**src/rtl/fetch_stage_ctrl_if.sv**
```systemverilog
`default_nettype none
// ============================================================================
// Module   : fetch_stage_ctrl_if
// Brief    : Hazard-control, instruction-memory and IF/ID bundle of the fetch stage.
// Revision : 1.0
// ============================================================================
interface fetch_stage_ctrl_if #(
   parameter int unsigned CNT_WIDTH = 16
);
   logic                 PCWriteEnable;
   logic                 IFIDWriteEnable;
   logic                 Branch;
   logic [31:0]          BranchTarget;
   logic [31:0]          IMemData;
   logic [31:0]          PC;
   logic [31:0]          IFIDInstruction;
   logic [31:0]          IFIDPCPlus4;
   logic                 IFIDValid;
   logic [CNT_WIDTH-1:0] StallCycles;
   logic [CNT_WIDTH-1:0] BranchFlushes;
   logic                 StallWatchdog;

   modport master (
      output PCWriteEnable, IFIDWriteEnable, Branch, BranchTarget, IMemData,
      input  PC, IFIDInstruction, IFIDPCPlus4, IFIDValid,
      input  StallCycles, BranchFlushes, StallWatchdog
   );

   modport slave (
      input  PCWriteEnable, IFIDWriteEnable, Branch, BranchTarget, IMemData,
      output PC, IFIDInstruction, IFIDPCPlus4, IFIDValid,
      output StallCycles, BranchFlushes, StallWatchdog
   );
endinterface
`default_nettype wire

```
**src/rtl/fetch_stage_ctrl.sv**
```systemverilog
`default_nettype none
// ============================================================================
// Module   : fetch_stage_ctrl
// Brief    : MIPS IF stage: PC, IF/ID register, stall/flush statistics, stall watchdog.
// Revision : 1.0
// ============================================================================
module fetch_stage_ctrl #(
   parameter logic [31:0] RESET_PC    = 32'h0000_0000,
   parameter int unsigned STALL_LIMIT = 8,
   parameter int unsigned CNT_WIDTH   = 16
) (
   input  wire logic         Clock,
   input  wire logic         Reset,
   fetch_stage_ctrl_if.slave bus
);
   typedef enum logic [1:0] {
      BOOT  = 2'd0,
      RUN   = 2'd1,
      STALL = 2'd2
   } state_t;

   localparam logic [7:0]           LIMIT   = 8'(STALL_LIMIT);
   localparam logic [CNT_WIDTH-1:0] CNT_MAX = '1;

   state_t               state;
   state_t               state_next;
   logic                 active;
   logic                 stall;
   logic                 flush;
   logic [31:0]          pc;
   logic [31:0]          pc_plus4;
   logic [31:0]          ifid_instr;
   logic [31:0]          ifid_pc_plus4;
   logic                 ifid_valid;
   logic [CNT_WIDTH-1:0] stall_cycles;
   logic [CNT_WIDTH-1:0] branch_flushes;
   logic [7:0]           stall_run;
   logic [7:0]           stall_run_next;
   logic                 watchdog;

   always_ff @(posedge Clock) begin
      if (Reset) begin
         state <= BOOT;
      end else begin
         state <= state_next;
      end
   end

   // Only RUN/STALL cycles act on the hazard controls; BOOT is a dead cycle.
   always_comb begin
      state_next = state;
      active     = 1'b0;
      case (state)
         BOOT: begin
            state_next = RUN;
         end
         RUN, STALL: begin
            active     = 1'b1;
            state_next = bus.PCWriteEnable ? RUN : STALL;
         end
         default: begin
            state_next = BOOT;
         end
      endcase
      stall = active && !bus.PCWriteEnable;
      flush = active && bus.PCWriteEnable && bus.Branch;
   end

   assign pc_plus4       = pc + 32'd4;
   assign stall_run_next = (stall_run == 8'hFF) ? 8'hFF : stall_run + 8'd1;

   always_ff @(posedge Clock) begin
      if (Reset) begin
         pc             <= RESET_PC;
         ifid_instr     <= '0;
         ifid_pc_plus4  <= '0;
         ifid_valid     <= 1'b0;
         stall_cycles   <= '0;
         branch_flushes <= '0;
         stall_run      <= '0;
         watchdog       <= 1'b0;
      end else begin
         if (flush) begin
            ifid_instr    <= '0;
            ifid_pc_plus4 <= '0;
            ifid_valid    <= 1'b0;
         end else if (active && bus.IFIDWriteEnable) begin
            ifid_instr    <= bus.IMemData;
            ifid_pc_plus4 <= pc_plus4;
            ifid_valid    <= 1'b1;
         end

         if (active && bus.PCWriteEnable) begin
            pc <= bus.Branch ? {bus.BranchTarget[31:2], 2'b00} : pc_plus4;
         end

         if (flush && (branch_flushes != CNT_MAX)) begin
            branch_flushes <= branch_flushes + CNT_WIDTH'(1);
         end

         // Watchdog keys off the post-increment run length, so it fires on the edge
         // that closes the STALL_LIMIT-th consecutive stall cycle.
         if (stall) begin
            stall_run <= stall_run_next;
            if (stall_cycles != CNT_MAX) begin
               stall_cycles <= stall_cycles + CNT_WIDTH'(1);
            end
            if (stall_run_next == LIMIT) begin
               watchdog <= 1'b1;
            end
         end else if (active) begin
            stall_run <= '0;
         end
      end
   end

   assign bus.PC              = pc;
   assign bus.IFIDInstruction = ifid_instr;
   assign bus.IFIDPCPlus4     = ifid_pc_plus4;
   assign bus.IFIDValid       = ifid_valid;
   assign bus.StallCycles     = stall_cycles;
   assign bus.BranchFlushes   = branch_flushes;
   assign bus.StallWatchdog   = watchdog;
endmodule
`default_nettype wire

```
**src/flat_wrapper.sv**
```systemverilog
// flat-port wrapper written by rule: the top's interface ports become plain ports
module fetch_stage_ctrl_flat 
#(
   parameter logic [31:0] RESET_PC    = 32'h0000_0000,
   parameter int unsigned STALL_LIMIT = 8,
   parameter int unsigned CNT_WIDTH   = 16
)
  (Clock, Reset, bus_PCWriteEnable, bus_IFIDWriteEnable, bus_Branch, bus_BranchTarget, bus_IMemData, bus_PC, bus_IFIDInstruction, bus_IFIDPCPlus4, bus_IFIDValid, bus_StallCycles, bus_BranchFlushes, bus_StallWatchdog);
  fetch_stage_ctrl_if #(.CNT_WIDTH(CNT_WIDTH)) bus_i ();
  input  wire logic Clock;
  input  wire logic Reset;
  input wire logic [$bits(bus_i.PCWriteEnable)-1:0] bus_PCWriteEnable;
  input wire logic [$bits(bus_i.IFIDWriteEnable)-1:0] bus_IFIDWriteEnable;
  input wire logic [$bits(bus_i.Branch)-1:0] bus_Branch;
  input wire logic [$bits(bus_i.BranchTarget)-1:0] bus_BranchTarget;
  input wire logic [$bits(bus_i.IMemData)-1:0] bus_IMemData;
  output wire logic [$bits(bus_i.PC)-1:0] bus_PC;
  output wire logic [$bits(bus_i.IFIDInstruction)-1:0] bus_IFIDInstruction;
  output wire logic [$bits(bus_i.IFIDPCPlus4)-1:0] bus_IFIDPCPlus4;
  output wire logic [$bits(bus_i.IFIDValid)-1:0] bus_IFIDValid;
  output wire logic [$bits(bus_i.StallCycles)-1:0] bus_StallCycles;
  output wire logic [$bits(bus_i.BranchFlushes)-1:0] bus_BranchFlushes;
  output wire logic [$bits(bus_i.StallWatchdog)-1:0] bus_StallWatchdog;
  assign bus_i.PCWriteEnable = bus_PCWriteEnable;
  assign bus_i.IFIDWriteEnable = bus_IFIDWriteEnable;
  assign bus_i.Branch = bus_Branch;
  assign bus_i.BranchTarget = bus_BranchTarget;
  assign bus_i.IMemData = bus_IMemData;
  assign bus_PC = bus_i.PC;
  assign bus_IFIDInstruction = bus_i.IFIDInstruction;
  assign bus_IFIDPCPlus4 = bus_i.IFIDPCPlus4;
  assign bus_IFIDValid = bus_i.IFIDValid;
  assign bus_StallCycles = bus_i.StallCycles;
  assign bus_BranchFlushes = bus_i.BranchFlushes;
  assign bus_StallWatchdog = bus_i.StallWatchdog;
  fetch_stage_ctrl #(.RESET_PC(RESET_PC), .STALL_LIMIT(STALL_LIMIT), .CNT_WIDTH(CNT_WIDTH)) u_core (.Clock(Clock), .Reset(Reset), .bus(bus_i));
endmodule
```
**config.mk**
```make
export PLATFORM = sky130hd
export DESIGN_NAME = fetch_stage_ctrl_flat
export DESIGN_NICKNAME = d
export VERILOG_FILES = /design/src/rtl/fetch_stage_ctrl_if.sv /design/src/rtl/fetch_stage_ctrl.sv /design/src/flat_wrapper.sv
export SDC_FILE = /design/constraint.sdc
export NUM_CORES = 1
export LEC_CHECK = 0
export ABC_AREA = 0
export CELL_PAD_IN_SITES_DETAIL_PLACEMENT = 0
export CELL_PAD_IN_SITES_GLOBAL_PLACEMENT = 1
export CORE_MARGIN = 3
export CORE_UTILIZATION = 31
export CTS_CLUSTER_SIZE = 30
export DETAILED_ROUTE_END_ITERATION = 8
export GPL_TIMING_DRIVEN = 0
export PLACE_DENSITY_LB_ADDON = 0.25
export SETUP_SLACK_MARGIN = 0.3
export SYNTH_ARGS = -nofsm -noshare
export SYNTH_HDL_FRONTEND = slang
export SYNTH_SLANG_ARGS = --single-unit
```
**constraint.sdc**
```tcl
create_clock -name Clock -period 1.9 [get_ports Clock]
set_input_delay 0.19 -clock Clock [delete_from_list [all_inputs] [get_ports Clock]]
set_output_delay 0.19 -clock Clock [all_outputs]
set_load 0.005 [all_outputs]
```
==> results.toml <==
[sta]
drv_slew = 0
max_slew_margin_pct = 49.83
tightest_slew_ns = 0.7526
rsz0062_at_grt = "yes"
fin_clk_skew_ns = 0.01329
final_setup_violation_count = 0
fin_crit_sh_pct = 90.97
min_period_ns = 1.728
worst_slack_ns = 0.1716
finalHoldViolCount = 0
max_freq_mhz = 578.6
setup_total_negative_slack_ns = 0

[yosys]
yosysWarningCount = 0
netlist_instances = 827
yosysUniqueCellTypes = 68
yosys.area.top_type = "dfxtp_1"
synth_edf_count = 0
synth_sequential_area_ratio_pct = 40.22
yosys_most_used_dff = "dfxtp_1"
post_synthesis_register_bit_count = 136
netlist_area_sq_mm = 0.006769
synth.avg_cell_area_sq_um = 8.185
synthDominantCellAreaShare_pct = 40.22
yosys-top-cells-area = "dfxtp_1 40%, nand2_1 6.5%, a21oi_1 5.9%"
synthArstFlopShare_pct = 0

[floorplan]
initial_standard_cell_utilization_of_the_core_pct = 31.90
row_count = 53
dieArea_sq_mm = 0.02365
die_width_um = 153.8
design.portCount = 199
core-area_sq_mm = 0.02122
floorplan.die.height_um = 153.8

[clock_tree]
cts_tree = "done"
cts_root_buf = "clkbuf_16"
numCtsBuffers = 17
ctsHtreeMaxLevel = 4
max-clock-path-buffers = 2
worstSkewPairLatency_ns = 0.43
cts_hold_repair.buffers = 0
num_clock_sinks = 136
clkSlewWorstSetupHoldPaths_ns = 0.07

[global_route]
groute.usage.overall_pct = 20.31
grt_remaining_overflow = 0
via_count_of_the_first_global_routing_pass = 6780
grt_first_pass_wirelength_mm = 38.31
antenna_found_initial = 1
grt_use_met1_pct = 27.83
top_usage_layer = "met2"
globalRouteMet3Util_pct = 5.742
grtUsageMet2_pct = 31.50
pin_count_of_the_biggest_net_entering_global_routing = 17

[place]
post_dp_area_sq_mm = 0.009191
pre_cts_slack_ns = -0.5193
place_congestion = 0.8251
place.detailed.hpwl_mm = 16.90
total_of_buffers_placed_on_input_and_output_ports = 192

[final_layout]
drive_gt1_share_pct = 36.24
final_util_pct = 57.02
fillCellCount = 1870
fin_area_sq_mm = 0.01210
final_nets = 1210
flow.area_growth_from_synthesis_pct = 78.76
mostFrequentLayoutCells = "187 x clkdlybuf4s50_1, 111 x nand2_1, 86 x dfxtp_1, 66 x buf_4, 66 x nor2_1"
layout.cells.most_common = "clkdlybuf4s50_1"

[worst_setup_path]
startpoint_type = "flip-flop"
worst-setup-path-type = "reg -> reg"
worst-endpoint-arrival_ns = 2.02
timing.critical_path.fanout_max = 5
critical_path.endpoint_type = "flip-flop"
worstPathRequired_ns = 2.19

[power_and_ir_drop]
p_leak_nw = 4.567
ir_worst_vdd_uv = 610.9
power_per_cell_area_mw_per_mm2 = 710.0
p_total_mw = 8.592

[drt]
detailedRoute.firstIterationViolations = 509
drcViolationCount = 0
wl_per_cell_um = 18.50
routed_via_density = 5.166
via_count = 7356
ant_nets = 0
total_wire_length_mm = 26.35
detail_route.first_pass.iterations = 5

[hold_path]
hold_path.class = "in -> reg"

[run]
max_cap_viol_count = 0

[run_status]
outcome = "finished, final reports clean"
==> layer usage <==
metal / part of all wire, % / routed length [um] / up-vias
met4: 1.7 / 456 / 0
li1: - / - / 3556
met3: 7.5 / 1979 / 34
met5: 0 / 0 / -
met1: 45 / 11810 / 3498
met2: 46 / 12100 / 268
==> final timing paths <==
kind / from / to / slack, ns / depth (start not counted)
worst max-delay path: u_core.state[1] / u_core.bus.StallCycles[15] / 0.17 / 7
worst max register to register: u_core.state[1] / u_core.bus.StallCycles[15] / 0.17 / 7
worst min-delay path: bus_IMemData[14] / u_core.bus.IFIDInstruction[14] / 0.31 / 3
worst min register to register: u_core.bus.IFIDInstruction[17] / u_core.bus.IFIDInstruction[17] / 0.47 / 2
==> area by class of cell <==
| class | instances | area [sq um] | area share [%] |
|---|---|---|---|
| well taps | 275 | 344.1 | 2.844 |
| multi-input cells | 621 | 4668 | 38.58 |
| clock inverters | 15 | 156.4 | 1.293 |
| plain buffers | 63 | 744.5 | 6.152 |
| repair buffers | 284 | 2879 | 23.79 |
| clock buffers | 17 | 425.4 | 3.516 |
| diodes | 1 | 2.502 | 0.02068 |
| flip-flops and latches | 136 | 2835 | 23.43 |
| inverters | 12 | 45.04 | 0.3722 |
==> where the power goes <==
part | internal (mW) | switching [mW] | total, mW
combinational | 1.14 | 0.931 | 2.07
clock | 1.86 | 1.48 | 3.34
sequential | 3.02 | 0.160 | 3.18
total | 6.02 | 2.57 | 8.59
==> synth_stat cells, types with 3 or more instances <==
cell type,n
a21o_1,4
and2_1,8
dfxtp_1,136
buf_2,9
a31oi_1,19
o31ai_1,3
nor3_4,5
ha_1,6
o21ai_0,40
a41oi_1,3
and4_1,7
o21bai_1,4
a211oi_1,14
xnor2_1,28
nor4_1,3
nand2b_1,4
clkbuf_1,41
and3_1,14
a21oi_1,80
nor3_1,17
buf_4,8
or3_1,6
mux2i_1,10
nor2_1,79
xor2_1,23
nor2b_1,8
nor3_2,7
nand3_1,32
inv_1,11
nand4_1,20
nand3b_1,3
nand2_1,118
a22oi_1,6
nand4_4,4
==> flip-flops by register name, summed over array words and instances, names as in the netlist <==
register / flops
u_core.bus.BranchFlushes: 16
u_core.bus.IFIDInstruction: 32
u_core.bus.IFIDPCPlus4: 30
u_core.bus.IFIDValid: 1
u_core.bus.PC: 30
u_core.bus.StallCycles: 16
u_core.bus.StallWatchdog: 1
u_core.stall_run: 8
u_core.state: 2
==> what timing repair did <==
item                       in CTS  in global routing
gates resized for setup       235                202
setup endpoints to repair     157                154
setup buffers                  33                 43
pin swaps                      52                 62
gates cloned                    9                  9
==> critical path, cell delays in order, from the launching register on <==
cell and delay, ns:
dfxtp_2 0.34, inv_2 0.05, ha_4 0.29, nand2b_4 0.07
or4_4 0.49, nor4_4 0.17, xnor2_1 0.14, nor2_1 0.05
==> stage by stage <==
stage | std cells | hold WS, ns
after floorplan | 830 | 0.3260
after detailed placement | 1297 | 0.4458
after global routing | 1424 | 0.3153
final | 1424 | 0.3140
after global placement | 1297 | 0.4428
after CTS | 1371 | 0.2977
==> cell families after synthesis <==
| group | count (synthesis) | synth area share [%] |
|---|---|---|
| xor gates and xnor gates | 51 | 6.599 |
| AOI/OAI and AO/OA | 196 | 17.41 |
| buffers and inverters | 75 | 5.305 |
| DFF | 136 | 40.22 |
| other | 1 | 0.05540 |
| adders and majority gates | 6 | 1.109 |
| muxes | 11 | 1.645 |
| and+or+nand+nor | 351 | 27.65 |
No activity file was read; power rests on OpenSTA's default activity.
